[src/rtl/axi_reg_responder.sv]
// axi_reg_responder
//   Responder end of the reduced AXI subset (18-bit address, 16-bit data,
//   no strobes, no response codes). Serves a local word RAM plus two
//   read-only status registers: ID at 18'h3FFFF and a 16-bit write-commit
//   counter at 18'h3FFFE. Read and write paths run independently.
//
// Ports
//   clk, axi_resetn                    clock, async active-low reset
//   axi_ar_addr/valid/ready            read address channel
//   axi_r_data/valid/ready             read data channel
//   axi_aw_addr/valid/ready            write address channel
//   axi_w_data/valid/ready             write data channel
//   axi_b_valid/ready                  write response channel
module axi_reg_responder #(
   parameter int          DEPTH_BITS = 8,
   parameter logic [15:0] ID_VALUE   = 16'hD0B6
) (
   input  logic        clk,
   input  logic        axi_resetn,
   input  logic [17:0] axi_ar_addr,
   input  logic        axi_ar_valid,
   output logic        axi_ar_ready,
   output logic [15:0] axi_r_data,
   output logic        axi_r_valid,
   input  logic        axi_r_ready,
   input  logic [17:0] axi_aw_addr,
   input  logic        axi_aw_valid,
   output logic        axi_aw_ready,
   input  logic [15:0] axi_w_data,
   input  logic        axi_w_valid,
   output logic        axi_w_ready,
   output logic        axi_b_valid,
   input  logic        axi_b_ready
);

   localparam int DEPTH = 1 << DEPTH_BITS;

   localparam logic R_IDLE    = 1'b0;
   localparam logic R_RESP    = 1'b1;
   localparam logic W_COLLECT = 1'b0;
   localparam logic W_RESP    = 1'b1;

   logic [15:0] mem [DEPTH];

   // read path
   logic        r_state_q, r_state_d;
   logic        ar_ready_q, ar_ready_d;
   logic        r_valid_q, r_valid_d;
   logic [15:0] r_data_q, r_data_d;
   logic [15:0] rd_val;

   // write path
   logic        w_state_q, w_state_d;
   logic        aw_ready_q, aw_ready_d;
   logic        w_ready_q, w_ready_d;
   logic        aw_got_q, aw_got_d;
   logic        w_got_q, w_got_d;
   logic [17:0] aw_addr_q, aw_addr_d;
   logic [15:0] w_data_q, w_data_d;
   logic        b_valid_q, b_valid_d;
   logic [15:0] wr_cnt_q, wr_cnt_d;

   logic        aw_hs, w_hs, aw_have, w_have;
   logic [17:0] wr_addr;
   logic [15:0] wr_data;
   logic        mem_we;

   // Read decode uses current (pre-commit) RAM and counter contents, so a
   // write or count increment on the same edge is not visible.
   always_comb begin
      rd_val = '0;
      if (axi_ar_addr[17:DEPTH_BITS] == '0)
         rd_val = mem[axi_ar_addr[DEPTH_BITS-1:0]];
      else if (axi_ar_addr == 18'h3FFFF)
         rd_val = ID_VALUE;
      else if (axi_ar_addr == 18'h3FFFE)
         rd_val = wr_cnt_q;
   end

   always_comb begin
      r_state_d  = r_state_q;
      ar_ready_d = ar_ready_q;
      r_valid_d  = r_valid_q;
      r_data_d   = r_data_q;
      case (r_state_q)
         R_IDLE: begin
            ar_ready_d = 1'b1;
            if (axi_ar_valid && ar_ready_q) begin
               r_data_d   = rd_val;
               r_valid_d  = 1'b1;
               ar_ready_d = 1'b0;
               r_state_d  = R_RESP;
            end
         end
         default: begin
            if (axi_r_ready) begin
               r_valid_d  = 1'b0;
               ar_ready_d = 1'b1;
               r_state_d  = R_IDLE;
            end
         end
      endcase
   end

   // A channel counts as "have" if it was captured earlier or handshakes
   // now; commit fires on the edge where both are present, taking the
   // live bus value for whichever channel completes on this edge.
   assign aw_hs   = axi_aw_valid & aw_ready_q;
   assign w_hs    = axi_w_valid & w_ready_q;
   assign aw_have = aw_got_q | aw_hs;
   assign w_have  = w_got_q | w_hs;
   assign wr_addr = aw_hs ? axi_aw_addr : aw_addr_q;
   assign wr_data = w_hs ? axi_w_data : w_data_q;

   always_comb begin
      w_state_d  = w_state_q;
      aw_ready_d = aw_ready_q;
      w_ready_d  = w_ready_q;
      aw_got_d   = aw_got_q;
      w_got_d    = w_got_q;
      aw_addr_d  = aw_addr_q;
      w_data_d   = w_data_q;
      b_valid_d  = b_valid_q;
      wr_cnt_d   = wr_cnt_q;
      mem_we     = 1'b0;
      case (w_state_q)
         W_COLLECT: begin
            if (aw_hs) begin
               aw_addr_d = axi_aw_addr;
               aw_got_d  = 1'b1;
            end
            if (w_hs) begin
               w_data_d = axi_w_data;
               w_got_d  = 1'b1;
            end
            if (aw_have && w_have) begin
               mem_we     = (wr_addr[17:DEPTH_BITS] == '0);
               wr_cnt_d   = wr_cnt_q + 16'd1;
               b_valid_d  = 1'b1;
               aw_got_d   = 1'b0;
               w_got_d    = 1'b0;
               aw_ready_d = 1'b0;
               w_ready_d  = 1'b0;
               w_state_d  = W_RESP;
            end else begin
               aw_ready_d = ~aw_have;
               w_ready_d  = ~w_have;
            end
         end
         default: begin
            if (axi_b_ready) begin
               b_valid_d  = 1'b0;
               aw_ready_d = 1'b1;
               w_ready_d  = 1'b1;
               w_state_d  = W_COLLECT;
            end
         end
      endcase
   end

   always_ff @(posedge clk or negedge axi_resetn) begin
      if (!axi_resetn) begin
         r_state_q  <= R_IDLE;
         ar_ready_q <= 1'b0;
         r_valid_q  <= 1'b0;
         r_data_q   <= '0;
         w_state_q  <= W_COLLECT;
         aw_ready_q <= 1'b0;
         w_ready_q  <= 1'b0;
         aw_got_q   <= 1'b0;
         w_got_q    <= 1'b0;
         aw_addr_q  <= '0;
         w_data_q   <= '0;
         b_valid_q  <= 1'b0;
         wr_cnt_q   <= '0;
      end else begin
         r_state_q  <= r_state_d;
         ar_ready_q <= ar_ready_d;
         r_valid_q  <= r_valid_d;
         r_data_q   <= r_data_d;
         w_state_q  <= w_state_d;
         aw_ready_q <= aw_ready_d;
         w_ready_q  <= w_ready_d;
         aw_got_q   <= aw_got_d;
         w_got_q    <= w_got_d;
         aw_addr_q  <= aw_addr_d;
         w_data_q   <= w_data_d;
         b_valid_q  <= b_valid_d;
         wr_cnt_q   <= wr_cnt_d;
      end
   end

   // RAM contents survive reset
   always_ff @(posedge clk) begin
      if (mem_we)
         mem[wr_addr[DEPTH_BITS-1:0]] <= wr_data;
   end

   assign axi_ar_ready = ar_ready_q;
   assign axi_r_valid  = r_valid_q;
   assign axi_r_data   = r_data_q;
   assign axi_aw_ready = aw_ready_q;
   assign axi_w_ready  = w_ready_q;
   assign axi_b_valid  = b_valid_q;

endmodule

[config.mk]
export PLATFORM = sky130hd
export DESIGN_NAME = axi_reg_responder
export DESIGN_NICKNAME = d
export VERILOG_FILES = /design/src/rtl/axi_reg_responder.sv
export SDC_FILE = /design/constraint.sdc
export NUM_CORES = 2
export LEC_CHECK = 0
export BUFFER_PORTS_ARGS = -buffer_cell sky130_fd_sc_hd__buf_2
export CAP_MARGIN = 20
export CORE_ASPECT_RATIO = 1.5
export CORE_MARGIN = 1
export CORE_UTILIZATION = 40
export CTS_CLUSTER_SIZE = 24
export DETAILED_ROUTE_END_ITERATION = 6
export SLEW_MARGIN = 20
export SYNTH_ARGS = -nofsm -noshare
export SYNTH_HDL_FRONTEND = slang
export SYNTH_SLANG_ARGS = --single-unit
[constraint.sdc]
create_clock -name clk -period 4.75 [get_ports clk]
set_input_delay 0.7125 -clock clk [delete_from_list [all_inputs] [get_ports clk]]
set_output_delay 0.7125 -clock clk [all_outputs]
set_load 0.02 [all_outputs]
==> results.tsv <==
stage	metric	value	unit
global_route	met3 GRT Util	3.43	%
min_path	Hold EP	axi_b_valid	
sta	Final Hold Viols	0	
power	switching share of power	25.9	%
flow_run	max_cap viols	0	
placed_design	dpl hpwl	303000	um
global_route	first-pass GRT wire length	667000	um
worst_setup_path	FF-to-FF Start	aw_addr_q[15]	
global_route	vias in the first global route	82048	
sta	Final period util	83.0	%
clock_tree	clk_lat worst skew	0.95	ns
power	pwr dens	473	mW/mm2
power	static leakage	58.4	nW
global_route	GR Overflow Total	0	
sta	post-layout min period	3.94	ns
finish	area delta synth->final	14.5	%
floorplanning	Die Y	781	um
routing	Pre-Repair DR Iteration Count	7	
routing	Routed Antenna Nets	0	
routing	DRC viols	1	
synthesis	Main synth FF type	edfxtp_1	
floorplanning	die area	0.407	mm2
clock_tree	clock tree buffer depth	4	
worst_setup_path	CP max-delay cell	nand2_2	
finish	layout cells sized above 1	31.3	%
placed_design	# port buffers	79	
clock_tree	CTS Root Cell	clkbuf_16	
worst_setup_path	CP max FO	16	
min_path	Hold Path Depth	3	
synthesis	Synth Cell Area	0.162	mm2
placed_design	placed insts	12925	
power	Flop pwr share	53.0	%
clock_tree	H-tree depth	5	
clock_tree	cts bufs inserted	363	
worst_setup_path	delay of the slowest critical-path stage	0.74	ns
sta	clock skew	0.0399	ns
clock_tree	clock sink count	4171	
synthesis	post-synthesis async set-or-reset flop share	1.80	%
routing	DR WL/cell	35.3	um
power	Net Switching	22.7	mW
routing	mean number of vias per cell	5.98	
power	clock network fraction of design power	34.0	%
global_route	initial antenna violation count	36	
global_route	met1 demand-to-capacity share in global routing	29.2	%
floorplanning	# IOs	80	
synthesis	post-synthesis area per instance	22.2	um2
placed_design	routability cong.	0.905	
finish	Final #Nets	8069	
worst_setup_path	Buf/Inv on CP	2	
synthesis	Synth warnings	0	
clock_tree	number of gates resized after CTS	0	
clock_tree	CTS tree	built	
worst_setup_path	reg2reg setup slack	0.81	ns
synthesis	library cells used by synthesis	77	
worst_setup_path	CP startpoint kind	flop	
sta	setup violators final	0	
clock_tree	clock slew at the register clock pins of the worst setup and hold paths	0.07	ns
synthesis	Post-synth EDFFs	4096	
min_path	hold crit path type	in -> reg	
power	Pwr Total	87.5	mW
floorplanning	starting density of the core	40.2	%
worst_setup_path	Cell Chain, Critical Path	nor4_1, nand2_1, o21ai_0, nand2_1, nor2_1, nand2_2, buf_4, nor2_2, buf_4	
run_status	outcome	finished with violations	
global_route	M2 GR Usage	39.9	%
worst_setup_path	worst-case reg-to-reg path depth	9	
worst_setup_path	reg2reg end	mem[12][4]	
floorplanning	# rows	285	
sta	Max Slew Vio Count	0	
global_route	peak-usage layer in the global routing report	met2	
synthesis	Synth Net Count	7339	
min_path	hold_sp	axi_b_ready	
sta	Worst-Margin Slew	1.26	ns
finish	Non-Filler Instances	13629	
floorplanning	core area	0.402	mm2
power	Int Pwr	64.8	mW
routing	Initial DRC Count	10602	
global_route	All-Layer GR Usage	23.5	%
worst_setup_path	crit-path leading delay family	simple AND/OR/NAND/NOR gates	
sta	RSZ-0062 raised after global routing	false	
run_status	violations in the final reports	DRC	
routing	Vias	81520	
synthesis	Post-Syn Instances	7279	
worst_setup_path	Critical Path Sink Type	flop	
power	Max VDD drop	0.000592	V
worst_setup_path	WP data arrival	4.52	ns
sta	max frequency	254	MHz
worst_setup_path	data required time of the worst path	5.33	ns
global_route	largest net degree at the start of global routing	135	
sta	sum of negative setup slack	0	ns
synthesis	register bit total from synthesis	4171	
power	combinational fraction of design power	13.1	%
sta	Slew HR	16.3	%
finish	Layout fillers	32895	
worst_setup_path	critical path type	reg -> reg	
floorplanning	Die W	521	um
synthesis	register area share after synthesis	77.3	%
routing	routed wire length	481000	um
cell type report:
class	instances	area, um2	area share, %
diodes	22	55.1	0.0298
flip-flops and latches	4171	125000	67.5
inverters	12	66.3	0.0358
multi-input cells	2681	35000	18.9
clock buffers	451	9580	5.18
repair buffers	780	6830	3.69
well taps	5309	6640	3.59
clock inverters	203	2040	1.10
per-stage QoR:
step                      util, %  worst slack [ns]  hold WS (ns)  instance area (um2)
after detailed placement     43.1            0.0216         0.472               173000
final                        46.0             0.808        0.0727               185000
after global routing         46.0             0.716        0.0699               185000
after global placement       43.1           -0.0707         0.460               173000
after floorplan                 -              1.03         0.417               162000
after CTS                    46.0             0.863       0.00500               185000
power groups by stage:
stage	combinational (mW)	clock [mW]	sequential (mW)
CTS	11.4	30.1	46.3
detailed placement	11.4	0	47.1
finish	11.4	29.7	46.3
global placement	10.8	0	47.1
floorplan	5.14	0	47.6
global route	11.8	31.3	46.3
state kept, by name (all words and copies together), names as in the netlist:
register,flops
aw_addr_q,18
aw_got_q,1
axi_ar_ready,1
axi_aw_ready,1
axi_b_valid,1
axi_r_data,16
axi_r_valid,1
axi_w_ready,1
mem,4096
r_state_q,1
w_data_q,16
w_got_q,1
w_state_q,1
wr_cnt_q,16
worst max-delay path by stage:
stage                          end  depth (start not counted)      startpoint  slack (ns)
floorplan               mem[0][10]                          3     axi_w_valid        1.03
global placement     axi_r_data[5]                         11  axi_ar_addr[2]       -0.07
detailed placement  axi_r_data[12]                         11  axi_ar_addr[0]        0.02
CTS                   mem[150][13]                          9   aw_addr_q[15]        0.86
global route          mem[150][13]                          9   aw_addr_q[15]        0.72
finish                  mem[12][4]                          9   aw_addr_q[15]        0.81
worst register-to-register path, delay by kind of cell, from the launching register on:
kind                   cells  cell delay (ns)
AND/OR/NAND/NOR            6             2.12
buffers and inverters      2             0.85
flip-flops                 1             0.38
AO/OA/AOI/OAI              1             0.21
logic make-up after synthesis:
| logic type | count (synthesis) | share of synthesized area [%] |
|---|---|---|
| flops | 4171 | 77.3 |
| mux | 1400 | 16.8 |
| simple gates | 807 | 2.21 |
| compound gates | 458 | 2.02 |
| buf+inv | 427 | 1.60 |
| xor+xnor | 15 | 0.0813 |
| fa+ha+maj | 1 | 0.00774 |
synthesized netlist by cell type, types with 6 or more instances:
cell	instances	area share [%]
buf_4	39	0.18
or2_2	6	0.023
dfrtp_1	75	1.2
mux2_2	80	0.56
o31ai_1	10	0.046
nand3b_1	19	0.088
nand2_1	231	0.54
a221oi_1	45	0.24
and2_1	13	0.050
buf_6	54	0.38
mux2i_1	274	1.7
nor3_1	33	0.10
a22oi_1	68	0.32
o21ai_0	64	0.20
nor2b_1	20	0.077
a31oi_1	30	0.12
nand2b_1	22	0.085
a221o_1	10	0.062
a211oi_1	20	0.093
nor2_1	328	0.76
buf_8	16	0.15
inv_1	8	0.019
o22ai_1	30	0.12
a22o_1	7	0.038
a2111oi_0	13	0.070
buf_12	6	0.074
o211ai_1	12	0.056
o21ai_1	16	0.050
clkbuf_1	147	0.34
buf_2	120	0.37
and3_1	20	0.077
edfxtp_1	4096	76
buf_1	33	0.077
nand4_1	18	0.070
o2111ai_1	8	0.043
o221ai_1	6	0.033
nor4_1	18	0.070
a21oi_1	61	0.19
mux4_2	1046	15
xnor2_1	13	0.070
nand3_1	60	0.19
or3_1	8	0.031
layout by cell type, fill, tap and decap left out, types with 19 or more instances in the layout:
cell           netlist  routed
edfxtp_1          4096    4096
mux4_2            1046    1046
buf_4               39     591
clkbuf_16            0     366
mux2i_1            274     274
nand2_1            231     214
nor2_1             328     173
nor2_2               0     153
buf_12               6      85
dfrtp_1             75      75
clkbuf_1           147      75
buf_2              120      73
clkinv_1             0      69
a22oi_1             68      68
o21ai_0             64      64
mux2_2              80      64
a21oi_1             61      61
nand3_1             60      60
clkinv_2             0      58
a221oi_1            45      45
bufinv_16            0      35
nor3_1              33      32
o22ai_1             30      30
a31oi_1             30      30
dlygate4sd3_1        0      28
diode_2              0      22
and3_1              20      20
nand3b_1            19      19
nand2b_1            22      19
a211oi_1            20      19
metal layers:
layer / up-vias / share of wire (%)
li1: 32105 / -
met1: 44317 / 36
met2: 4179 / 51
met3: 911 / 7.7
met4: 8 / 5.9
met5: - / 0.011
repair_timing:
action,4_1_cts,5_1_grt
endpoints found under the hold margin,67,0
setup buffers,0,0
hold buffers,28,0
Note: power is estimated with default switching activity, not from simulation.
